[src/rtl/mdu_pkg.sv]
// Shared types and helpers for the multiply/divide/modulo sequencer.
package mdu_pkg;

    localparam int XLEN_DEF = 32;
    localparam int ABS_W    = 64;

    typedef enum logic [1:0] {
        IDLE,
        CALC,
        FIX,
        DONE
    } mdu_state_t;

    typedef enum logic [1:0] {
        OP_MUL,
        OP_DIV,
        OP_MOD
    } mdu_op_t;

    // Conditional two's-complement negate on a wide value; callers zero-extend
    // their operand and truncate the result, so it works for any XLEN <= ABS_W.
    function automatic logic [ABS_W-1:0] mdu_abs(input logic [ABS_W-1:0] value,
                                                 input logic             neg);
        return neg ? (~value + ABS_W'(1)) : value;
    endfunction

endpackage

[src/rtl/mdu_iter_step.sv]
// One iteration of the sequencer datapath: MSB-first shift-add multiply or
// one restoring-division step. Purely combinational.
module mdu_iter_step
    import mdu_pkg::*;
#(
    parameter int XLEN = XLEN_DEF
) (
    input  logic [XLEN-1:0] acc,
    input  logic [XLEN-1:0] rem,
    input  logic [XLEN-1:0] opnd,
    input  mdu_op_t         op,
    output logic [XLEN-1:0] acc_next,
    output logic [XLEN-1:0] rem_next
);

    logic [XLEN:0] shifted;
    logic          fits;

    always_comb begin
        acc_next = acc;
        rem_next = rem;
        shifted  = {rem, acc[XLEN-1]};
        fits     = (shifted >= {1'b0, opnd});
        if (op == OP_MUL) begin
            // rem holds the multiplier; its MSB selects whether to add this cycle
            acc_next = (acc << 1) + (rem[XLEN-1] ? opnd : '0);
            rem_next = rem << 1;
        end else begin
            // acc shifts the dividend out and the quotient bits in
            acc_next = {acc[XLEN-2:0], fits};
            rem_next = fits ? (shifted[XLEN-1:0] - opnd) : shifted[XLEN-1:0];
        end
    end

endmodule

[src/rtl/mdu_sequencer.sv]
// Multi-cycle mul/div/mod sequencer for the EX stage, stalling the pipeline
// while it iterates. Define MDU_FAST_MUL_EN for a single-cycle multiplier.
module mdu_sequencer
    import mdu_pkg::*;
#(
    parameter int XLEN = XLEN_DEF
) (
    input  logic            clk,
    input  logic            rst_n,
    input  logic            ex_valid,
    input  logic            is_mul,
    input  logic            is_div,
    input  logic            is_mod,
    input  logic [XLEN-1:0] op_a,
    input  logic [XLEN-1:0] op_b,
    input  logic            flush,
    output logic            stall_o,
    output logic            busy,
    output logic            res_valid,
    output logic [XLEN-1:0] result
);

    localparam int CNT_W = (XLEN > 1) ? $clog2(XLEN) : 1;
`ifdef MDU_FAST_MUL_EN
    localparam bit FAST_MUL = 1'b1;
`else
    localparam bit FAST_MUL = 1'b0;
`endif

    mdu_state_t      state, state_next;
    mdu_op_t         op_in, op_q;
    logic            start, b_zero, sign_in, sign_q, short_path;
    logic [CNT_W-1:0] cnt;
    logic [XLEN-1:0] a_mag, b_mag;
    logic [XLEN-1:0] acc_q, rem_q, opnd_q;
    logic [XLEN-1:0] acc_step, rem_step;
    logic [XLEN-1:0] fix_sel, fix_val;

    assign start  = ex_valid & (is_mul | is_div | is_mod) & ~flush;
    assign b_zero = (op_b == '0);
    assign a_mag  = XLEN'(mdu_abs(ABS_W'(op_a), op_a[XLEN-1]));
    assign b_mag  = XLEN'(mdu_abs(ABS_W'(op_b), op_b[XLEN-1]));

    always_comb begin
        op_in = OP_MOD;
        if (is_mul) begin
            op_in = OP_MUL;
        end else if (is_div) begin
            op_in = OP_DIV;
        end
    end

    // A zero divisor keeps the division sign clear so div/0 stays all-ones.
    always_comb begin
        sign_in = op_a[XLEN-1] ^ op_b[XLEN-1];
        if (op_in == OP_MOD) begin
            sign_in = op_a[XLEN-1];
        end else if (op_in == OP_DIV) begin
            sign_in = (op_a[XLEN-1] ^ op_b[XLEN-1]) & ~b_zero;
        end
    end

    assign short_path = (op_in == OP_MUL) ? FAST_MUL : b_zero;

    always_ff @(posedge clk or negedge rst_n) begin
        if (!rst_n) begin
            state <= IDLE;
        end else begin
            state <= state_next;
        end
    end

    always_comb begin
        state_next = state;
        case (state)
            IDLE: if (start) state_next = short_path ? FIX : CALC;
            CALC: if (cnt == '0) state_next = FIX;
            FIX:  state_next = DONE;
            DONE: state_next = IDLE;
            default: state_next = IDLE;
        endcase
        if (flush) begin
            state_next = IDLE;
        end
    end

    always_comb begin
        stall_o = rst_n & ~flush & (((state == IDLE) & start) | (state == CALC) | (state == FIX));
        busy    = (state != IDLE);
    end

    mdu_iter_step #(
        .XLEN(XLEN)
    ) u_step (
        .acc     (acc_q),
        .rem     (rem_q),
        .opnd    (opnd_q),
        .op      (op_q),
        .acc_next(acc_step),
        .rem_next(rem_step)
    );

    assign fix_sel = (op_q == OP_MOD) ? rem_q : acc_q;
    assign fix_val = XLEN'(mdu_abs(ABS_W'(fix_sel), sign_q));

    // Control and result registers
    always_ff @(posedge clk or negedge rst_n) begin
        if (!rst_n) begin
            op_q      <= OP_MUL;
            sign_q    <= 1'b0;
            cnt       <= '0;
            result    <= '0;
            res_valid <= 1'b0;
        end else begin
            res_valid <= (state == FIX) & ~flush;
            if (state == IDLE && start) begin
                op_q   <= op_in;
                sign_q <= sign_in;
                cnt    <= CNT_W'(XLEN - 1);
            end else if (state == CALC) begin
                cnt <= cnt - CNT_W'(1);
            end
            if (state == FIX && !flush) begin
                result <= fix_val;
            end
        end
    end

    // Datapath registers: magnitudes on accept, one step per CALC cycle
    always_ff @(posedge clk) begin
        if (state == IDLE && start) begin
            opnd_q <= (op_in == OP_MUL) ? a_mag : b_mag;
            if (op_in == OP_MUL) begin
`ifdef MDU_FAST_MUL_EN
                acc_q <= a_mag * b_mag;
`else
                acc_q <= '0;
`endif
                rem_q <= b_mag;
            end else if (b_zero) begin
                acc_q <= '1;
                rem_q <= a_mag;
            end else begin
                acc_q <= a_mag;
                rem_q <= '0;
            end
        end else if (state == CALC) begin
            acc_q <= acc_step;
            rem_q <= rem_step;
        end
    end

endmodule

[config.mk]
export PLATFORM = sky130hd
export DESIGN_NAME = mdu_sequencer
export DESIGN_NICKNAME = d
export VERILOG_FILES = /design/src/rtl/mdu_pkg.sv /design/src/rtl/mdu_iter_step.sv /design/src/rtl/mdu_sequencer.sv
export SDC_FILE = /design/constraint.sdc
export NUM_CORES = 1
export LEC_CHECK = 0
export CAP_MARGIN = 20
export CORE_MARGIN = 4
export CORE_UTILIZATION = 30
export CTS_BUF_LIST = sky130_fd_sc_hd__clkbuf_16
export DETAILED_ROUTE_END_ITERATION = 7
export GPL_ROUTABILITY_DRIVEN = 0
export PLACE_DENSITY = 0.46
export SLEW_MARGIN = 25
export SYNTH_ARGS = -nofsm -noshare
export SYNTH_HDL_FRONTEND = slang
export SYNTH_SLANG_ARGS = --single-unit
[constraint.sdc]
create_clock -name clk -period 13.9 [get_ports clk]
set_clock_uncertainty 0.15 [all_clocks]
set_input_delay 2.78 -clock clk [delete_from_list [all_inputs] [get_ports clk]]
set_output_delay 2.78 -clock clk [all_outputs]
set_load 0.1 [all_outputs]
==> qor.yml <==
antenna_left: 0
cts_root_buf: "clkbuf_16"
cts.htree.levels: 4
grt_pass1_wl_um: 64350
cts_tree: "done"
start_util: 0.3035
start_kind: "input port"
clock_sinks: 139
cp.required_ns: 10.97
ys_seq_area_frac: 0.3102
yosys_warnings: 0
die-width_um: 214.2
crit_path_max_fanout: 65
clock_latency_ns: 0.45
synth_top_area_share: 0.2259
total_power_mw: 3.930
synth.largest_area_cell: "edfxtp_1"
min-delay-start: "result[21]"
slew_viol_final: 0
wl_per_cell_um: 19.08
grt_overflow: 0
die_y_um: 214.2
first_iter_violations: 859
grt_pass1_vias: 11040
postCtsResizedCells: 0
track_usage: 0.1759
fin_tns_setup_ns: 0
ir_worst_vdd_v: 0.00008599
syn_inst: 1565
synthToLayoutAreaGrowth_pct: 15.82
dp.cells: 2131
avgSynthCellArea_um2: 8.154
r2r_end: "rem_q[7]"
portBuffers: 105
layout.nets: 1754
hpwl_um: 32140
period_share: 0.6856
synth_ff_type: "edfxtp_1"
arrival_ns: 6.60
finalCriticalPeriod_ns: 9.530
r2r_slack_ns: 8.89
mostFrequentLayoutCells: "198 x a21oi_1, 154 x nand2_1, 123 x nor2_1"
setup_viol: 0
rows: 75
via_per_inst: 5.273
synth_edf_count: 96
r2r-start: "rem_q[3]"
r2r_cells: 12
drt_first_pass_iters: 5
die_area_mm2: 0.04590
tightestPinTransition_ns: 1.078
io-pin-count: 106
hold_violations: 0
routed_wl_um: 41260
synth_nets: 1708
core_area_mm2: 0.04204
crit_path_end_kind: "output pin"
ys_types: 67
drc: 0
cts-buffers-inserted: 17
postCtsSetupBuffers: 0
layout_commonest_cell: "a21oi_1"
max_freq_mhz: 104.9
ys_async_sr_fraction: 0.3094
p_per_area_mw_per_mm2: 265.9
rsz0062_at_grt: "false"
status: "completed"
clkSlewWorstSetupHoldPaths_ns: 0.06
cap_violations: 0
drive_gt1_frac: 0.04680
slew_headroom: 0.2625
crit_type: "input port to output pin"
synth_area_mm2: 0.01276
yosys-top-cells-area: "edfxtp_1 23%, dfrtp_1 8.4%, a21oi_1 7.8%"
antenna_found_initial: 0
vias: 11410
hold_end: "result[21]"
p_leak_nw: 5.854
ctsHoldBuffers: 0
holdPathStages: 2
hp-class: "flip-flop to flip-flop"
diodes: 0
final_cells: 2163
grt_max_degree: 106
synth-seq-cells: 139
clockBufferDepth: 2
area by class of cell:
class                           count  area (um2)
Clock buffer                       17       425.4
Sequential cell                   139        3959
Inverter                           66       247.7
Tap cell                          539       674.4
Clock inverter                     15       156.4
Multi-Input combinational cell   1270        8188
Timing Repair Buffer              117        1129
Fill cell                        4411       27260
power by group:
group	internal, mW	switching (mW)	leakage, nW
clock	0.278	0.191	0.277
sequential	0.718	0.218	1.43
combinational	0.936	1.59	4.14
synth_stat cells, drive strengths merged (6+ instances only):
library cell  count
xnor2            90
o31ai            30
a21o             37
nor3             68
nand2           154
o41ai             8
nand3            21
edfxtp           96
nor3b             6
buf              24
inv              65
a31oi            24
nor2            123
o21ai           107
clkbuf           66
or3              20
ha               70
and3              8
or4               9
a21oi           198
a211oi           34
xor2             52
nor2b             9
dfrtp            43
or2              14
nand2b           13
o21bai            9
mux2i            63
nand4             9
and2             35
flip-flops by register name, summed over array words and instances, names as in the netlist:
register   cells
op_q           2
cnt            5
result        32
res_valid      1
rem_q         32
state          2
sign_q         1
acc_q         32
opnd_q        32
worst max-delay path by stage:
stage            from  endpoint
6_report       is_mul   stall_o
4_1_cts        is_mul   stall_o
3_3_place_gp   is_mul   stall_o
3_5_place_dp   is_mul   stall_o
2_1_floorplan  is_mul   stall_o
5_1_grt        is_mul   stall_o
worst max-delay path, cell delays in order:
cell             delay [ns]
buf_4                  0.43
or2_2                  0.33
o21ai_0                0.14
or3_4                  0.60
nand2b_2               0.15
buf_4                  0.68
nor2_1                 0.08
nor3b_1                0.20
clkdlybuf4s50_1        1.16
kinds of logic (layout without fill, tap and decap cells):
logic type               count (synthesis)  count (layout)  synth area share
AO/OA/AOI/OAI                          488             488            0.2288
XOR/XNOR                               142             142           0.09746
adder cells (fa/ha/maj)                 72              72           0.07177
buffers and inverters                  156             215           0.05000
flip-flops                             139             139            0.3102
multiplexers                            64              64           0.05030
AND/OR/NAND/NOR                        504             504            0.1915
layer usage:
metal	vias to the layer above	track usage	wire [um]
met1	5293	0.2766	21920
li1	5761	-	-
met5	-	0	0
met4	0	0.04711	753
met3	42	0.02636	2149
met2	310	0.2479	16440
per-stage QoR:
| step | setup slack [ns] | cell area, um2 | util | hold slack, ns |
|---|---|---|---|---|
| 3_3_place_gp | 4.278 | 14200 | 0.3377 | 0.3119 |
| 6_report | 4.370 | 14780 | 0.3515 | 0.3253 |
| 2_1_floorplan | 3.468 | 12760 | - | 0.3309 |
| 4_1_cts | 4.296 | 14780 | 0.3517 | 0.3360 |
| 5_1_grt | 4.080 | 14780 | 0.3515 | 0.3457 |
| 3_5_place_dp | 4.296 | 14200 | 0.3378 | 0.3219 |
No activity file was read; power rests on OpenSTA's default activity.
